==> src/rtl/processor_tlast_config.sv <==
// Stream widths of the shared tlast processor core.
// Byte counts for its input and output tdata buses.
package processor_tlast_config;
  localparam int INP_TDATA_WIDTH_BYTES = 4;
  localparam int OUT_TDATA_WIDTH_BYTES = 4;
endpackage

==> src/rtl/axis_arb_pkg.sv <==
// Shared types and helpers for the processor arbiter.
// Widths come from processor_tlast_config.
package axis_arb_pkg;
  import processor_tlast_config::*;

  localparam int IW      = INP_TDATA_WIDTH_BYTES;
  localparam int OW      = OUT_TDATA_WIDTH_BYTES;
  localparam int MAX_REQ = 16;

  typedef enum logic {
    IDLE,
    FWD
  } arb_state_t;

  // First valid requester after last, wrapping modulo n.
  function automatic int unsigned rr_pick(
    input logic [MAX_REQ-1:0] valid,
    input int unsigned        last,
    input int unsigned        n
  );
    int unsigned idx;
    logic        found;
    rr_pick = last;
    found   = 1'b0;
    for (int unsigned i = 1; i <= MAX_REQ; i++) begin
      idx = (last + i) % n;
      if (i <= n && !found && valid[idx[3:0]]) begin
        rr_pick = idx;
        found   = 1'b1;
      end
    end
  endfunction
endpackage

==> src/rtl/axis_arb_id_fifo.sv <==
// Ordered FIFO of grant IDs awaiting their processor response.
// Pop is honoured before push when judging full.
module axis_arb_id_fifo #(
  parameter int W     = 2,
  parameter int DEPTH = 8
) (
  input  logic         clk,
  input  logic         arstn,
  input  logic         push_i,
  input  logic         pop_i,
  input  logic [W-1:0] din_i,
  output logic         full_o,
  output logic         empty_o,
  output logic [W-1:0] head_o
);
  localparam int AW = $clog2(DEPTH);
  localparam logic [AW:0]   CNT_FULL = (AW+1)'(DEPTH);
  localparam logic [AW:0]   CNT_ONE  = (AW+1)'(1);
  localparam logic [AW-1:0] PTR_ONE  = AW'(1);

  logic [W-1:0]  mem_q [DEPTH];
  logic [AW-1:0] wr_q, wr_d, rd_q, rd_d;
  logic [AW:0]   cnt_q, cnt_d;
  logic          do_push, do_pop;

  assign full_o  = (cnt_q == CNT_FULL);
  assign empty_o = (cnt_q == '0);
  assign head_o  = mem_q[rd_q];
  assign do_pop  = pop_i & ~empty_o;
  assign do_push = push_i & (~full_o | do_pop);

  always_comb begin
    wr_d  = wr_q;
    rd_d  = rd_q;
    cnt_d = cnt_q;
    if (do_push) wr_d = wr_q + PTR_ONE;
    if (do_pop)  rd_d = rd_q + PTR_ONE;
    if (do_push && !do_pop) cnt_d = cnt_q + CNT_ONE;
    if (!do_push && do_pop) cnt_d = cnt_q - CNT_ONE;
  end

  always_ff @(posedge clk or negedge arstn) begin
    if (!arstn) begin
      wr_q  <= '0;
      rd_q  <= '0;
      cnt_q <= '0;
    end else begin
      wr_q  <= wr_d;
      rd_q  <= rd_d;
      cnt_q <= cnt_d;
    end
  end

  always_ff @(posedge clk) begin
    if (do_push) mem_q[wr_q] <= din_i;
  end
endmodule

==> src/rtl/axis_processor_arbiter.sv <==
// Round-robin packet arbiter sharing one tlast processor.
// Optional counters: define AXIS_ARB_STATS_EN.
module axis_processor_arbiter
  import axis_arb_pkg::*;
#(
  parameter int NUM_REQ       = 4,
  parameter int ID_FIFO_DEPTH = 8
) (
  input  logic                      clk,
  input  logic                      arstn,
  input  logic [NUM_REQ-1:0]        s_tvalid,
  output logic [NUM_REQ-1:0]        s_tready,
  input  logic [NUM_REQ*IW*8-1:0]   s_tdata,
  input  logic [NUM_REQ*IW-1:0]     s_tkeep,
  input  logic [NUM_REQ-1:0]        s_tlast,
  output logic                      p_tvalid,
  input  logic                      p_tready,
  output logic [IW*8-1:0]           p_tdata,
  output logic [IW-1:0]             p_tkeep,
  output logic                      p_tlast,
  input  logic                      r_tvalid,
  output logic                      r_tready,
  input  logic [OW*8-1:0]           r_tdata,
  input  logic [OW-1:0]             r_tkeep,
  input  logic                      r_tlast,
  output logic [NUM_REQ-1:0]        m_tvalid,
  input  logic [NUM_REQ-1:0]        m_tready,
  output logic [NUM_REQ*OW*8-1:0]   m_tdata,
  output logic [NUM_REQ*OW-1:0]     m_tkeep,
  output logic [NUM_REQ-1:0]        m_tlast
`ifdef AXIS_ARB_STATS_EN
  ,
  output logic [NUM_REQ*32-1:0]     stat_pkts,
  output logic [31:0]               stat_stall
`endif
);
  localparam int GW = $clog2(NUM_REQ);

  arb_state_t    state_q, state_d;
  logic [GW-1:0] grant_q, grant_d;
  logic [GW-1:0] last_q, last_d;
  logic [GW-1:0] head;
  logic          full, empty, push, pop;

  axis_arb_id_fifo #(
    .W     (GW),
    .DEPTH (ID_FIFO_DEPTH)
  ) u_ids (
    .clk     (clk),
    .arstn   (arstn),
    .push_i  (push),
    .pop_i   (pop),
    .din_i   (grant_d),
    .full_o  (full),
    .empty_o (empty),
    .head_o  (head)
  );

  // Responses follow the oldest outstanding ID.
  always_comb begin
    m_tvalid = '0;
    m_tlast  = '0;
    r_tready = 1'b0;
    if (!empty) begin
      m_tvalid[head] = r_tvalid;
      m_tlast[head]  = r_tlast;
      r_tready       = m_tready[head];
    end
  end

  assign pop     = r_tvalid & r_tready & r_tlast;
  assign m_tdata = {NUM_REQ{r_tdata}};
  assign m_tkeep = {NUM_REQ{r_tkeep}};

  assign p_tdata = s_tdata[grant_q*IW*8 +: IW*8];
  assign p_tkeep = s_tkeep[grant_q*IW +: IW];
  assign p_tlast = s_tlast[grant_q];

  always_comb begin
    state_d  = state_q;
    grant_d  = grant_q;
    last_d   = last_q;
    push     = 1'b0;
    s_tready = '0;
    p_tvalid = 1'b0;
    unique case (state_q)
      IDLE: begin
        if (|s_tvalid && (!full || pop)) begin
          grant_d = GW'(rr_pick(MAX_REQ'(s_tvalid),
                                32'(last_q),
                                NUM_REQ));
          push    = 1'b1;
          state_d = FWD;
        end
      end
      FWD: begin
        p_tvalid          = s_tvalid[grant_q];
        s_tready[grant_q] = p_tready;
        if (p_tvalid && p_tready && p_tlast) begin
          last_d  = grant_q;
          state_d = IDLE;
        end
      end
    endcase
  end

  always_ff @(posedge clk or negedge arstn) begin
    if (!arstn) begin
      state_q <= IDLE;
      grant_q <= '0;
      last_q  <= GW'(NUM_REQ - 1);
    end else begin
      state_q <= state_d;
      grant_q <= grant_d;
      last_q  <= last_d;
    end
  end

`ifdef AXIS_ARB_STATS_EN
  logic [NUM_REQ*32-1:0] stat_pkts_q;
  logic [31:0]           stat_stall_q;

  assign stat_pkts  = stat_pkts_q;
  assign stat_stall = stat_stall_q;

  always_ff @(posedge clk or negedge arstn) begin
    if (!arstn) begin
      stat_pkts_q  <= '0;
      stat_stall_q <= '0;
    end else begin
      if (p_tvalid && p_tready && p_tlast)
        stat_pkts_q[grant_q*32 +: 32] <=
          stat_pkts_q[grant_q*32 +: 32] + 32'd1;
      if (state_q == IDLE && |s_tvalid && full && !pop)
        stat_stall_q <= stat_stall_q + 32'd1;
    end
  end
`endif
endmodule

==> config.mk <==
export PLATFORM = sky130hd
export DESIGN_NAME = axis_processor_arbiter
export DESIGN_NICKNAME = d
export VERILOG_FILES = /design/src/rtl/processor_tlast_config.sv /design/src/rtl/axis_arb_pkg.sv /design/src/rtl/axis_arb_id_fifo.sv /design/src/rtl/axis_processor_arbiter.sv
export SDC_FILE = /design/constraint.sdc
export NUM_CORES = 1
export LEC_CHECK = 0
export BUFFER_PORTS_ARGS = -buffer_cell sky130_fd_sc_hd__buf_2
export CORE_AREA = 3 3 150 152
export DETAILED_ROUTE_END_ITERATION = 10
export DIE_AREA = 0 0 153 155
export HOLD_SLACK_MARGIN = 0.15
export PLACE_DENSITY = 0.47
export SLEW_MARGIN = 20
export SYNTH_ARGS = -nofsm -noshare
export SYNTH_HDL_FRONTEND = slang
export SYNTH_HIERARCHICAL = 1
export SYNTH_SLANG_ARGS = --single-unit
==> constraint.sdc <==
create_clock -name clk -period 3.7 [get_ports clk]
set_input_delay 0.37 -clock clk [delete_from_list [all_inputs] [get_ports clk]]
set_output_delay 0.37 -clock clk [all_outputs]
set_load 0.02 [all_outputs]
==> reports/results.tsv <==
metric	value	unit
Req. time, crit path	3890	ps
CP Launch Type	flip-flop	
vias in the first global route	2889	
Sw Share	0.448	
sequential cell area fraction in the yosys report	0.223	
Synth Cell Area	3850	um^2
DP HPWL	12200	um
die height	155	um
Overflow after GRT	0	
Core Box Area	21200	um^2
max_cap viols	0	
post-route setup slack	251	ps
worst r2r path cells	14	
ys async rst share	0.484	
WL per Instance	20.1	um
first-pass GRT wire length	19500	um
CTS Buf Count	5	
r2r setup slk	250	ps
row count	53	
Setup CP Type	flip-flop to flip-flop	
post-placement cell area	4150	um^2
top-count cell post-synth	buf_4	
Num Clock Sinks	31	
Multi-input gate area	1790	um^2
switching pwr	1.57	mW
power density over the cells	801	nW/um^2
Worst-Margin Slew	723	ps
Avg Cell Area, Syn	10.9	um^2
area share of the largest cell type after synthesis	0.283	
clock buffer depth	2	
I/O Buffers	211	
Max H-tree Level	2	
Tot GR Track Use	0.110	
setup TNS	0	ps
CP max FO	9	
post-place setup slack	11.8	ps
clock network power share	0.135	
Unique masters post-synth	49	
via density per instance	4.07	
Hold Fails Final Rpt	0	
power share of the combinational group	0.642	
gpl congestion	0.761	
final wirelength	14000	um
initial antenna violation count	9	
Detail Route Antenna Nets	0	
Main synth FF type	edfxtp_1	
Commonest cells post-synth	buf_4, mux4_2, edfxtp_1, nor2_1	
Synth Net Count	555	
Sequential Power Share	0.223	
TritonCTS clock tree	yes	
root buf cell	clkbuf_16	
Fillers	2321	
path type of the worst min-delay path	input port to flip-flop	
via count	2838	
internal power	1.93	mW
period utilization	0.932	
Post-synth EDFFs	16	
Ys Warns	6	
Final nets	622	
peak supply drop	0.280	mV
Die Wd	153	um
router iterations before antenna repair	4	
Leakage	1.94	nW
number of synthesized register bits	31	
Area contributors post-synth	buf_4, mux4_2, edfxtp_1	
maximum operating frequency	290	MHz
largest net degree at the start of global routing	25	
max_slew headroom	0.518	
setup violators final	0	
I/O pin count	392	
Sequential Area	862	um^2
clock-pin slew on the worst setup and hold paths	50	ps
Min Clock Period, post-route	3450	ps
Detailed Route Iter0 Violations	153	
top cell type by total area after synthesis	buf_4	
Initial Utilization	0.182	
Overall Power	3.50	mW
die area	23700	um^2
clock latency on the worst-skew pair	270	ps
status	completed	
Cells after Synth	353	
WHS Path Cells	3	
final clock skew	3.21	ps
DRC viols	0	
Critical Path AT	3640	ps
cell area after layout	4360	um^2
endpoint class of the critical path	flip-flop	
ratio of cells with drive above 1 in the final layout	0.715	
P&R area growth vs syn	13.4	%
Final Max Slew Viols	0	
-- state kept, by name, summed over array words and instances, names as in the netlist --
name	count
u_ids/mem_q	16
u_ids/rd_q	3
u_ids/wr_q	3
state_q	1
grant_q	2
last_q	2
u_ids/cnt_q	4
-- cell usage in the layout (no fill, tap or decap), types with 5 or more instances in the layout --
cell type / synthesis / layout
dfrtp_1: 13 / 10
clkbuf_16: 0 / 5
nor2_1: 14 / 14
nor3_1: 10 / 10
nand2_1: 13 / 13
buf_2: 6 / 211
inv_1: 11 / 11
xnor2_1: 5 / 5
mux4_2: 42 / 42
edfxtp_1: 16 / 16
a21oi_1: 6 / 5
buf_4: 145 / 8
mux2_4: 4 / 5
-- path summary, 6_finish.rpt --
path                                from             end
max in group asynchronous          arstn       last_q[0]
min reg2reg                    last_q[0]       last_q[0]
min in group asynchronous          arstn   u_ids/rd_q[2]
max                        u_ids/rd_q[0]  u_ids/cnt_q[3]
min                             p_tready       last_q[0]
max reg2reg                u_ids/rd_q[0]  u_ids/cnt_q[3]
-- repair_timing --
action | 4_1_cts | 5_1_grt
hold endpoints to repair | 13 | 0
gates resized for setup | 0 | 3
buffers inserted | 0 | 1
hold buffers | 1 | 0
setup endpoints to repair | 0 | 4
-- area by class of cell --
type	instances	share of cell area
flip-flops and latches	31	0.198
inverters	11	0.00946
multi-input cells	150	0.411
diodes	1	0.000574
clock inverters	2	0.00803
clock buffers	6	0.0318
repair buffers	221	0.263
well taps	275	0.0789
-- worst max-delay path, stage by stage (launching register included) --
cell	delay, ps
dfrtp_2	440
mux4_2	510
mux2_2	360
nor3b_4	260
a32oi_4	180
inv_1	100
inv_1	70
nor2_1	240
nand2_1	140
inv_1	90
ha_1	220
a21o_1	170
a21oi_2	170
mux2_2	350
o221ai_1	70
-- kinds of logic (layout without fill, tap and decap cells) --
family	after synthesis	in the layout	share of synthesized area
other	0	1	0
buffers and inverters	172	240	0.317
AO/OA/AOI/OAI	24	24	0.0508
multiplexers	55	55	0.287
adder cells (fa/ha/maj)	5	5	0.0182
XOR/XNOR	5	5	0.0114
AND/OR/NAND/NOR	61	61	0.0927
flip-flops	31	31	0.223
-- stage by stage --
| step | cells | hold slack, ps | utilization |
|---|---|---|---|
| 2_1_floorplan | 353 | 74.4 | - |
| 3_3_place_gp | 686 | 311 | 0.196 |
| 3_5_place_dp | 686 | 308 | 0.196 |
| 4_1_cts | 695 | 383 | 0.205 |
| 5_1_grt | 696 | 398 | 0.206 |
| 6_report | 697 | 384 | 0.206 |
-- power by group through the flow --
stage	sequential, mW	combinational (mW)	clock (mW)
after floorplan	0.610	2.00	0
after global placement	0.803	2.26	0
after detailed placement	0.799	2.25	0
after CTS	0.798	2.26	0.486
after global routing	0.826	2.43	0.503
final	0.780	2.24	0.473
-- routing by layer --
layer | part of all wire | vias to the layer above | track usage
met1 | 0.36 | 1347 | 0.123
met4 | 0.027 | 2 | 0.0301
met3 | 0.089 | 53 | 0.0398
met5 | 0.00093 | - | 0
met2 | 0.52 | 168 | 0.200
li1 | - | 1268 | -
(Power assumes the default switching activity.)
